--- src/rtl/arrow_nn_pkg.sv ---
// Shared definitions for the arrow classifier slice.
//  - Arrow class index constants (one-hot bit positions of the classifier output).
//  - score_w(): width of a signed frame score able to hold +/- w*h.
//  - delta_w(): width of a signed per-row score delta able to hold +/- w.
//  - state_t: classifier FSM state encoding.
package arrow_nn_pkg;

  localparam int unsigned UP        = 0;
  localparam int unsigned UPLEFT    = 1;
  localparam int unsigned LEFTDOWN  = 2;
  localparam int unsigned LEFT      = 3;
  localparam int unsigned DOWN      = 4;
  localparam int unsigned UPRIGHT   = 5;
  localparam int unsigned DOWNRIGHT = 6;
  localparam int unsigned RIGHT     = 7;

  function automatic int unsigned score_w(input int unsigned w, input int unsigned h);
    return $clog2(w * h + 1) + 1;
  endfunction

  function automatic int unsigned delta_w(input int unsigned w);
    return $clog2(w + 1) + 1;
  endfunction

  typedef enum logic [1:0] {
    S_ACC,
    S_ARG,
    S_OUT
  } state_t;

endpackage

--- src/rtl/arrow_row_scorer.sv ---
// Combinational signed match score of one pixel row against one mask row.
//  delta = popcnt(row & mask) - popcnt(row & ~mask); unset pixels contribute nothing.
// Ports:
//  row    in   W       pixel row
//  mask   in   W       mask row
//  delta  out  DW      signed delta in [-W, +W]
module arrow_row_scorer
  import arrow_nn_pkg::*;
#(
  parameter  int unsigned W  = 16,
  localparam int unsigned DW = delta_w(W)
) (
  input  logic [W-1:0]         row,
  input  logic [W-1:0]         mask,
  output logic signed [DW-1:0] delta
);

  always_comb begin
    delta = '0;
    for (int unsigned i = 0; i < W; i++) begin
      if (row[i]) begin
        delta = mask[i] ? delta + DW'(1) : delta - DW'(1);
      end
    end
  end

endmodule

--- src/rtl/arrow_classifier_seq.sv ---
// Streaming template-match classifier.
//  Accepts an IMG_H x IMG_W binary frame one row per beat, scores it against
//  N_CLASSES run-time-loadable masks and returns the arg-max class (one-hot,
//  index and signed score). Ties go to the lowest class index.
// Optional feature macro: ARROW_THRESH_EN -- when defined, a winning score
//  below THRESHOLD reports out_onehot=0 (UNKNOWN); idx/score still report the
//  best candidate.
// Ports:
//  clk, rst_n                      clock (rising edge), async active-low reset
//  in_valid/in_ready/in_row        row stream, MSB = leftmost pixel, top row first
//  mask_we/mask_class/mask_row/
//  mask_data                       mask row write port (ignored while mask_busy)
//  mask_busy                       high while a frame or result is in progress
//  out_valid/out_ready             result handshake, result held until accepted
//  out_onehot/out_idx/out_score    winning class one-hot, index, signed score
module arrow_classifier_seq
  import arrow_nn_pkg::*;
#(
  parameter  int unsigned IMG_W     = 16,
  parameter  int unsigned IMG_H     = 16,
  parameter  int unsigned N_CLASSES = 8,
  parameter  int          THRESHOLD = 0,
  localparam int unsigned SCORE_W   = score_w(IMG_W, IMG_H)
) (
  input  logic                         clk,
  input  logic                         rst_n,
  input  logic                         in_valid,
  output logic                         in_ready,
  input  logic [IMG_W-1:0]             in_row,
  input  logic                         mask_we,
  input  logic [$clog2(N_CLASSES)-1:0] mask_class,
  input  logic [$clog2(IMG_H)-1:0]     mask_row,
  input  logic [IMG_W-1:0]             mask_data,
  output logic                         mask_busy,
  output logic                         out_valid,
  input  logic                         out_ready,
  output logic [N_CLASSES-1:0]         out_onehot,
  output logic [$clog2(N_CLASSES)-1:0] out_idx,
  output logic signed [SCORE_W-1:0]    out_score
);

  localparam int unsigned CW = $clog2(N_CLASSES);
  localparam int unsigned RW = $clog2(IMG_H);
  localparam int unsigned KW = $clog2(N_CLASSES + 1);
  localparam int unsigned DW = delta_w(IMG_W);
  localparam logic signed [SCORE_W-1:0] MOST_NEG = {1'b1, {(SCORE_W-1){1'b0}}};

  state_t                    state;
  logic [RW-1:0]             row_cnt;
  logic [KW-1:0]             k;
  logic signed [SCORE_W-1:0] best_score;
  logic [CW-1:0]             best_idx;
  logic signed [SCORE_W-1:0] scores [N_CLASSES];
  logic [IMG_W-1:0]          masks  [N_CLASSES][IMG_H];
  logic signed [DW-1:0]      deltas [N_CLASSES];
  logic [N_CLASSES-1:0]      onehot_nxt;

  for (genvar c = 0; c < N_CLASSES; c++) begin : g_scorer
    arrow_row_scorer #(.W(IMG_W)) u_scorer (
      .row   (in_row),
      .mask  (masks[c][row_cnt]),
      .delta (deltas[c])
    );
  end

`ifdef ARROW_THRESH_EN
  localparam logic signed [SCORE_W-1:0] THRESH_S = SCORE_W'(THRESHOLD);

  always_comb begin
    onehot_nxt = '0;
    onehot_nxt[best_idx] = 1'b1;
    if (best_score < THRESH_S) onehot_nxt = '0;
  end
`else
  logic [31:0] unused_threshold;
  assign unused_threshold = THRESHOLD;

  always_comb begin
    onehot_nxt = '0;
    onehot_nxt[best_idx] = 1'b1;
  end
`endif

  // Mask store; a write issued together with the first row lands after that
  // row has been scored with the old contents.
  always_ff @(posedge clk or negedge rst_n) begin
    if (!rst_n) begin
      for (int unsigned c = 0; c < N_CLASSES; c++)
        for (int unsigned r = 0; r < IMG_H; r++)
          masks[c][r] <= '0;
    end else if (mask_we && !mask_busy) begin
      masks[mask_class][mask_row] <= mask_data;
    end
  end

  // k runs 0..N_CLASSES-1 comparing, then one extra step (k==N_CLASSES)
  // publishes the result, giving N_CLASSES+1 cycles from last row to out_valid.
  always_ff @(posedge clk or negedge rst_n) begin
    if (!rst_n) begin
      state      <= S_ACC;
      row_cnt    <= '0;
      k          <= '0;
      best_score <= '0;
      best_idx   <= '0;
      for (int unsigned c = 0; c < N_CLASSES; c++) scores[c] <= '0;
      in_ready   <= 1'b1;
      mask_busy  <= 1'b0;
      out_valid  <= 1'b0;
      out_onehot <= '0;
      out_idx    <= '0;
      out_score  <= '0;
    end else begin
      case (state)
        S_ACC: begin
          if (in_valid) begin
            for (int unsigned c = 0; c < N_CLASSES; c++)
              scores[c] <= scores[c] + SCORE_W'(deltas[c]);
            mask_busy <= 1'b1;
            if (row_cnt == RW'(IMG_H - 1)) begin
              state      <= S_ARG;
              row_cnt    <= '0;
              in_ready   <= 1'b0;
              k          <= '0;
              best_score <= MOST_NEG;
              best_idx   <= '0;
            end else begin
              row_cnt <= row_cnt + RW'(1);
            end
          end
        end
        S_ARG: begin
          if (k == KW'(N_CLASSES)) begin
            state      <= S_OUT;
            out_valid  <= 1'b1;
            out_onehot <= onehot_nxt;
            out_idx    <= best_idx;
            out_score  <= best_score;
          end else begin
            if (scores[k[CW-1:0]] > best_score) begin
              best_score <= scores[k[CW-1:0]];
              best_idx   <= k[CW-1:0];
            end
            k <= k + KW'(1);
          end
        end
        S_OUT: begin
          if (out_ready) begin
            state     <= S_ACC;
            out_valid <= 1'b0;
            in_ready  <= 1'b1;
            mask_busy <= 1'b0;
            row_cnt   <= '0;
            for (int unsigned c = 0; c < N_CLASSES; c++) scores[c] <= '0;
          end
        end
        default: state <= S_ACC;
      endcase
    end
  end

endmodule
--- config.mk ---
export PLATFORM = sky130hd
export DESIGN_NAME = arrow_classifier_seq
export DESIGN_NICKNAME = d
export VERILOG_FILES = /design/src/rtl/arrow_nn_pkg.sv /design/src/rtl/arrow_row_scorer.sv /design/src/rtl/arrow_classifier_seq.sv
export SDC_FILE = /design/constraint.sdc
export NUM_CORES = 2
export LEC_CHECK = 0
export CELL_PAD_IN_SITES_DETAIL_PLACEMENT = 0
export CELL_PAD_IN_SITES_GLOBAL_PLACEMENT = 1
export CORE_UTILIZATION = 38
export DETAILED_ROUTE_END_ITERATION = 12
export PLACE_DENSITY_LB_ADDON = 0.1
export SLEW_MARGIN = 40
export SYNTH_ARGS = -nofsm -noshare
export SYNTH_HDL_FRONTEND = slang
export SYNTH_SLANG_ARGS = --single-unit
--- constraint.sdc ---
create_clock -name clk -period 49.4 [get_ports clk]
set_input_delay 4.94 -clock clk [delete_from_list [all_inputs] [get_ports clk]]
set_output_delay 4.94 -clock clk [all_outputs]
set_load 0.05 [all_outputs]
### Word-level counts from Yosys, hierarchy flattened

Cells that the tools add are included.

* flip-flop bits (word level): 2175
* output and inout port bits: 24
* logic and storage cells: 761
* input bits: 44

* $lt $le $gt $ge: 9
* bitwise operators: 4
* equality and inequality tests: 10
* add/sub/neg operators: 250
* multiplexer cells: 325
* reductions and logical operators: 16

Operator list (number)
* $bwmux W2048: 1
* $mux W6: 256
* $demux W256 S3: 1
* $add A6 B2 Y6 const B: 120
* $sub A6 B2 Y6 const B: 120
* $bmux W16 S4: 8
* $mux W16: 17
* $mux W256: 1
* $mux W80: 2
* $pmux W80 S2: 1
* $add A10 B6 Y10: 8
* $demux W16 S4: 1
* $mux W10: 6
* $bmux W10 S3: 1
* $mux W4: 6
* $pmux W10 S2: 1
* $pmux W4 S2: 2
* $mux W3: 4
* $ne A2 B2 Y1 const B: 6
* $reduce_and A4 Y1: 3
* $ge A5 B5 Y1 const B: 2
* $gt A10 B10 Y1: 1
* $not A4 Y5: 2
* $add A4 B1 Y4 const B: 2
* other kinds (22): 42

### Depth between registers and ports, before layout

* depth in word-level cells: 54
* gate-level depth with buffers: 100
* gate-level depth less buffers: 85

### Modules after synthesis

A second synthesis with hierarchy kept.

* cells, all modules: 11381
* area total of the unflattened synthesis: 133550.6 um2

By module, submodules not included
* arrow_classifier_seq: cells each 7333, instances 1, seq. area each 54428.5 um2, area each 102470.8 um2
* arrow_row_scorer: cells each 506, instances 8, seq. area each 0.0 um2, area each 3885.0 um2

### Worst setup path after synthesis

No wires, ideal clock.

* path type: input to register
* start point: input in_row[0]
* end point: register scores[59] (netlist bit)
* required time: 49.278 ns
* stages: 80
* data arrival time: 19.986 ns
* buffers on the path: 1
* path slack: 29.292 ns
* setup time: 0.122 ns
* cells stage by stage: buf_1 -> and2_1 -> fa_1 -> nand2_1 -> nand2_1 -> inv_1 -> fa_1 -> fa_1 -> and2_1 -> nor2_1 -> ha_1 -> xnor2_1 -> nand2_1 -> o31ai_1 -> ha_1 -> and2_1 -> a31oi_1 -> nand2b_1 -> [44 not listed] -> ha_1 -> a21oi_2 -> xnor2_2 -> nor2_1 -> xnor3_1 -> xor2_1 -> inv_1 -> ha_1 -> inv_1 -> o21bai_1 -> a21oi_1 -> o21bai_1 -> a21oi_1 -> nor3_1 -> o2111ai_1 -> o2111ai_1 -> mux2_2 -> a32o_1

* cells in the longest elaborated chain, start to end: 49
* elaborated cells between the ends (all ways): 64
* classes of those cells: 31 x add/sub; 33 x mux

Ends and longest elaborated chain
* start: declaration: RTL line arrow_classifier_seq.sv:29 `input logic [IMG_W-1:0] in_row,`
* $mux W6 *: RTL line arrow_row_scorer.sv:21 `if (row[i]) begin`
* $sub A6 B2 Y6 / $add A6 B2 Y6 (equally long branches): RTL line arrow_row_scorer.sv:22 `delta = mask[i] ? delta + DW'(1) : delta - DW'(1);`
* $mux W6: RTL line arrow_row_scorer.sv:22
* $mux W6 *: RTL line arrow_row_scorer.sv:21
* $sub A6 B2 Y6 / $add A6 B2 Y6 (equally long branches): RTL line arrow_row_scorer.sv:22
* $mux W6: RTL line arrow_row_scorer.sv:22
* $mux W6 *: RTL line arrow_row_scorer.sv:21
* $sub A6 B2 Y6 / $add A6 B2 Y6 (equally long branches): RTL line arrow_row_scorer.sv:22
* [33 not listed]
* $mux W6: RTL line arrow_row_scorer.sv:22
* $mux W6 *: RTL line arrow_row_scorer.sv:21
* $sub A6 B2 Y6 / $add A6 B2 Y6 (equally long branches): RTL line arrow_row_scorer.sv:22
* $mux W6: RTL line arrow_row_scorer.sv:22
* $mux W6 *: RTL line arrow_row_scorer.sv:21
* $add A10 B6 Y10 *: RTL line arrow_classifier_seq.sv:117 `scores[c] <= scores[c] + SCORE_W'(deltas[c]);`
* $mux W80 *: RTL line arrow_classifier_seq.sv:115 `if (in_valid) begin`
* $pmux W80 S2 *: RTL line arrow_classifier_seq.sv:113 `case (state)`
* end signal: indexed assignment: RTL line arrow_classifier_seq.sv:117
* end: declaration: RTL line arrow_classifier_seq.sv:53 `logic signed [SCORE_W-1:0] scores [N_CLASSES];`

Every way passes the cells marked *; elsewhere a longest branch is shown, timed or not. The select of a mux whose other input is x is not followed.
A chain may end at the register's enable or synchronous reset.

### Worst setup path after layout

* start point: input in_row[1]
* end point: register scores[59] (netlist bit)

* cells in the longest elaborated chain, start to end: 46
* elaborated cells between the ends (all ways): 60
* classes of those cells: 29 x add/sub; 31 x mux

Ends and longest elaborated chain (RTL line)
* $mux W6 *: arrow_row_scorer.sv:21
* $sub A6 B2 Y6 / $add A6 B2 Y6 (equally long branches): arrow_row_scorer.sv:22
* $mux W6: arrow_row_scorer.sv:22
* $mux W6 *: arrow_row_scorer.sv:21
* $sub A6 B2 Y6 / $add A6 B2 Y6 (equally long branches): arrow_row_scorer.sv:22
* $mux W6: arrow_row_scorer.sv:22
* $mux W6 *: arrow_row_scorer.sv:21
* $sub A6 B2 Y6 / $add A6 B2 Y6 (equally long branches): arrow_row_scorer.sv:22
* [30 not listed]
* $mux W6: arrow_row_scorer.sv:22
* $mux W6 *: arrow_row_scorer.sv:21
* $sub A6 B2 Y6 / $add A6 B2 Y6 (equally long branches): arrow_row_scorer.sv:22
* $mux W6: arrow_row_scorer.sv:22
* $mux W6 *: arrow_row_scorer.sv:21
* $add A10 B6 Y10 *: arrow_classifier_seq.sv:117
* $mux W80 *: arrow_classifier_seq.sv:115
* $pmux W80 S2 *: arrow_classifier_seq.sv:113

Marked as above.

==> qor.txt <==
status: complete, no violations
via count: 84.9k
Worst Hold Class: flop to flop
die height: 583 um
wire length on met3: 13.9 mm
first-pass GRT wire length: 604 mm
CTS tree: yes
die width: 583 um
initial core utilization: 0.383
period utilisation layout: 0.440
vias per cell: 5.60
wire length on met1: 190 mm
metal2 WL: 189 mm
setup TNS: 0 ps
cell area after synthesis: 128000 um2
CP Class: primary input to flop
initial antenna violation count: 15
DIE AREA: 339000 um2
skew final: 46.7 ps
Reg area: 54400 um2
H-tree Lvls: 5
CTS sink count: 2175
hold path start: out_onehot[2]$_DFFE_PN0P_
drt total wl: 403 mm
Rows: 212
EDFF count, synth: 0
post-CTS setup buffers: 0
post-synthesis net count: 11.3k
Core Footprint: 334000 um2
Clock transition at path regs: 70 ps
NumNets Final: 11.2k
RSZ-0062 raised after global routing: false
Worst Tran Pin Value: 944 ps
number of library cell types mapped by synthesis: 93
Fmax achieved: 46.0 MHz
drt first pass iters: 5
PortBufs: 67
clk_lat worst skew: 900 ps
Most Frequent Cell on Critical Path: ha_1
hold path depth: 2
post-CTS sizing: 0
Worst EP required: 50190 ps
CP peak stage delay: 620 ps
GRT Util Overall: 0.237
crit path time final: 21730 ps
largest net degree at the start of global routing: 154
Worst Setup Start Kind: primary input
Clock Tree Root: clkbuf_16
Post-synth ARST share: 1.00
IO Count: 68
Reg2Reg Depth: 85
Final Max Slew Viols: 0
share of Yosys cell area claimed by the top area cell type: 0.425
Overflow after GRT: 0
wire per inst: 26.6 um
DR iter-0 viols: 5001
share of cells above drive strength 1: 0.317
HPWL after DPL: 269 mm
area of the multi-input gates: 68800 um2
Area growth, synth to finish: 11.4%
critical path endpoint category: flop
Hold Buf Count CTS: 0
CP Max Fanout: 20
fillcell total: 31.0k
Yosys reg bits: 2175
R2R Path Start: row_cnt[0]$_DFFE_PN0P_
Critical Path AT: 22520 ps
number of global-route vias before repair: 89.4k
worst-case clock buffer depth: 4
setup violators final: 0
RR Endpoint: scores[59]$_DFFE_PN0P_
syn avg cell area: 12.1 um2
flop-to-flop setup slack: 28500 ps
antenna viol nets, final: 0
Final Wtd Congestion: 0.821
hold endpoint: out_onehot[2]$_DFFE_PN0P_
largest cells by area after synthesis: dfrtp_1 42%, mux2_2 19%, ha_1 5.1%
post-synthesis cell count: 10.6k
MaxCap Viol Count: 0
synth cell count leaders: 2192 x mux2_2, 2174 x dfrtp_1, 608 x nand2_1
most common cell in the synthesized netlist: mux2_2
Seq/Total Area, Yosys: 0.425
Crit-path slowest cell: inv_1
Primary FF master, synth: dfrtp_1
cts bufs inserted: 268
Yosys top cell by area: dfrtp_1
DRC Markers: 0
highest metal used: met5
Slew headroom: 0.370
Synth Warn #: 0
final hold vios: 0
flip-flops by register name (all words and copies together), names as in the netlist:
register,flops
in_ready,1
state,2
scores,80
out_score,10
masks,2048
out_idx,3
best_idx,3
k,4
mask_busy,1
out_valid,1
best_score,10
out_onehot,8
row_cnt,4
how the worst max path moves through the flow:
stage	from	endpoint	slack (ps)	cells past startpoint
final	in_row[1]	scores[59]$_DFFE_PN0P_	27670	81
after global routing	in_row[1]	scores[59]$_DFFE_PN0P_	26590	81
after CTS	in_row[1]	scores[59]$_DFFE_PN0P_	27820	81
after detailed placement	in_row[1]	scores[59]$_DFFE_PN0P_	26900	81
after global placement	in_row[1]	scores[59]$_DFFE_PN0P_	26870	81
after floorplan	in_row[0]	scores[59]$_DFFE_PN0P_	29290	80
worst max-delay path, delay by kind of cell:
family	cells	cell delay [ps]
muxes	6	1780
and+or+nand+nor	14	1730
AOI/OAI and AO/OA	27	4890
buffers and inverters	6	1250
xor gates and xnor gates	12	2140
adders and majority gates	16	5750
per-layer routing:
layer  track usage  vias to the layer above
met3        0.0270                      465
met1         0.331                    44880
met4        0.0568                        4
met5             0                        -
met2         0.392                     1374
li1              -                    38156
cell type report:
class	count	area share
Antenna cell	7	0.000123
Inverter	488	0.0129
Clock buffer	397	0.0561
Tap cell	4494	0.0394
Sequential cell	2175	0.381
Timing Repair Buffer	350	0.0217
Clock inverter	65	0.00653
Multi-Input combinational cell	7191	0.482
kinds of logic (layout without fill, tap and decap cells):
family | Yosys count | in the layout | share of synthesized area
XOR/XNOR | 565 | 565 | 0.0421
flip-flops | 2175 | 2175 | 0.425
buffers and inverters | 1224 | 1300 | 0.0413
other | 0 | 7 | 0
multiplexers | 3033 | 3033 | 0.287
AND/OR/NAND/NOR | 1146 | 1146 | 0.0387
AO/OA/AOI/OAI | 1778 | 1778 | 0.0925
adder cells (fa/ha/maj) | 669 | 669 | 0.0738
per-stage QoR:
stage / hold slack [ps] / utilization / setup slack, ps / instance area, um2 / cells
after floorplan: 439 / - / 29290 / 128000 / 10590
after global placement: 465 / 0.398 / 26870 / 133000 / 14680
after detailed placement: 465 / 0.399 / 26900 / 134000 / 14688
after CTS: 477 / 0.426 / 27820 / 143000 / 15150
after global routing: 496 / 0.427 / 26590 / 143000 / 15163
final: 471 / 0.427 / 27670 / 143000 / 15167
placed cells by master (no fill, tap or decap), types with 39 or more instances in the layout:
master        n
mux2_2     2192
a221oi_1    246
mux4_2      290
mux2i_1     551
nand2b_1     41
clkbuf_1     56
a21oi_1     396
o21bai_1     75
fa_1        144
xor2_1      161
xnor2_1     366
nor2_1      207
a22oi_1     119
o21a_1       39
o21ai_0     365
dfrtp_1    2170
nand2_1     565
a21o_1      240
inv_1       472
o21ai_1      58
clkbuf_8     65
ha_1        525
clkbuf_16   276
and2_1       48
buf_4       239
nand2_2      43
Power is not shown: default switching activity piles up to over one toggle a cycle in this logic, so the estimate is an artifact.
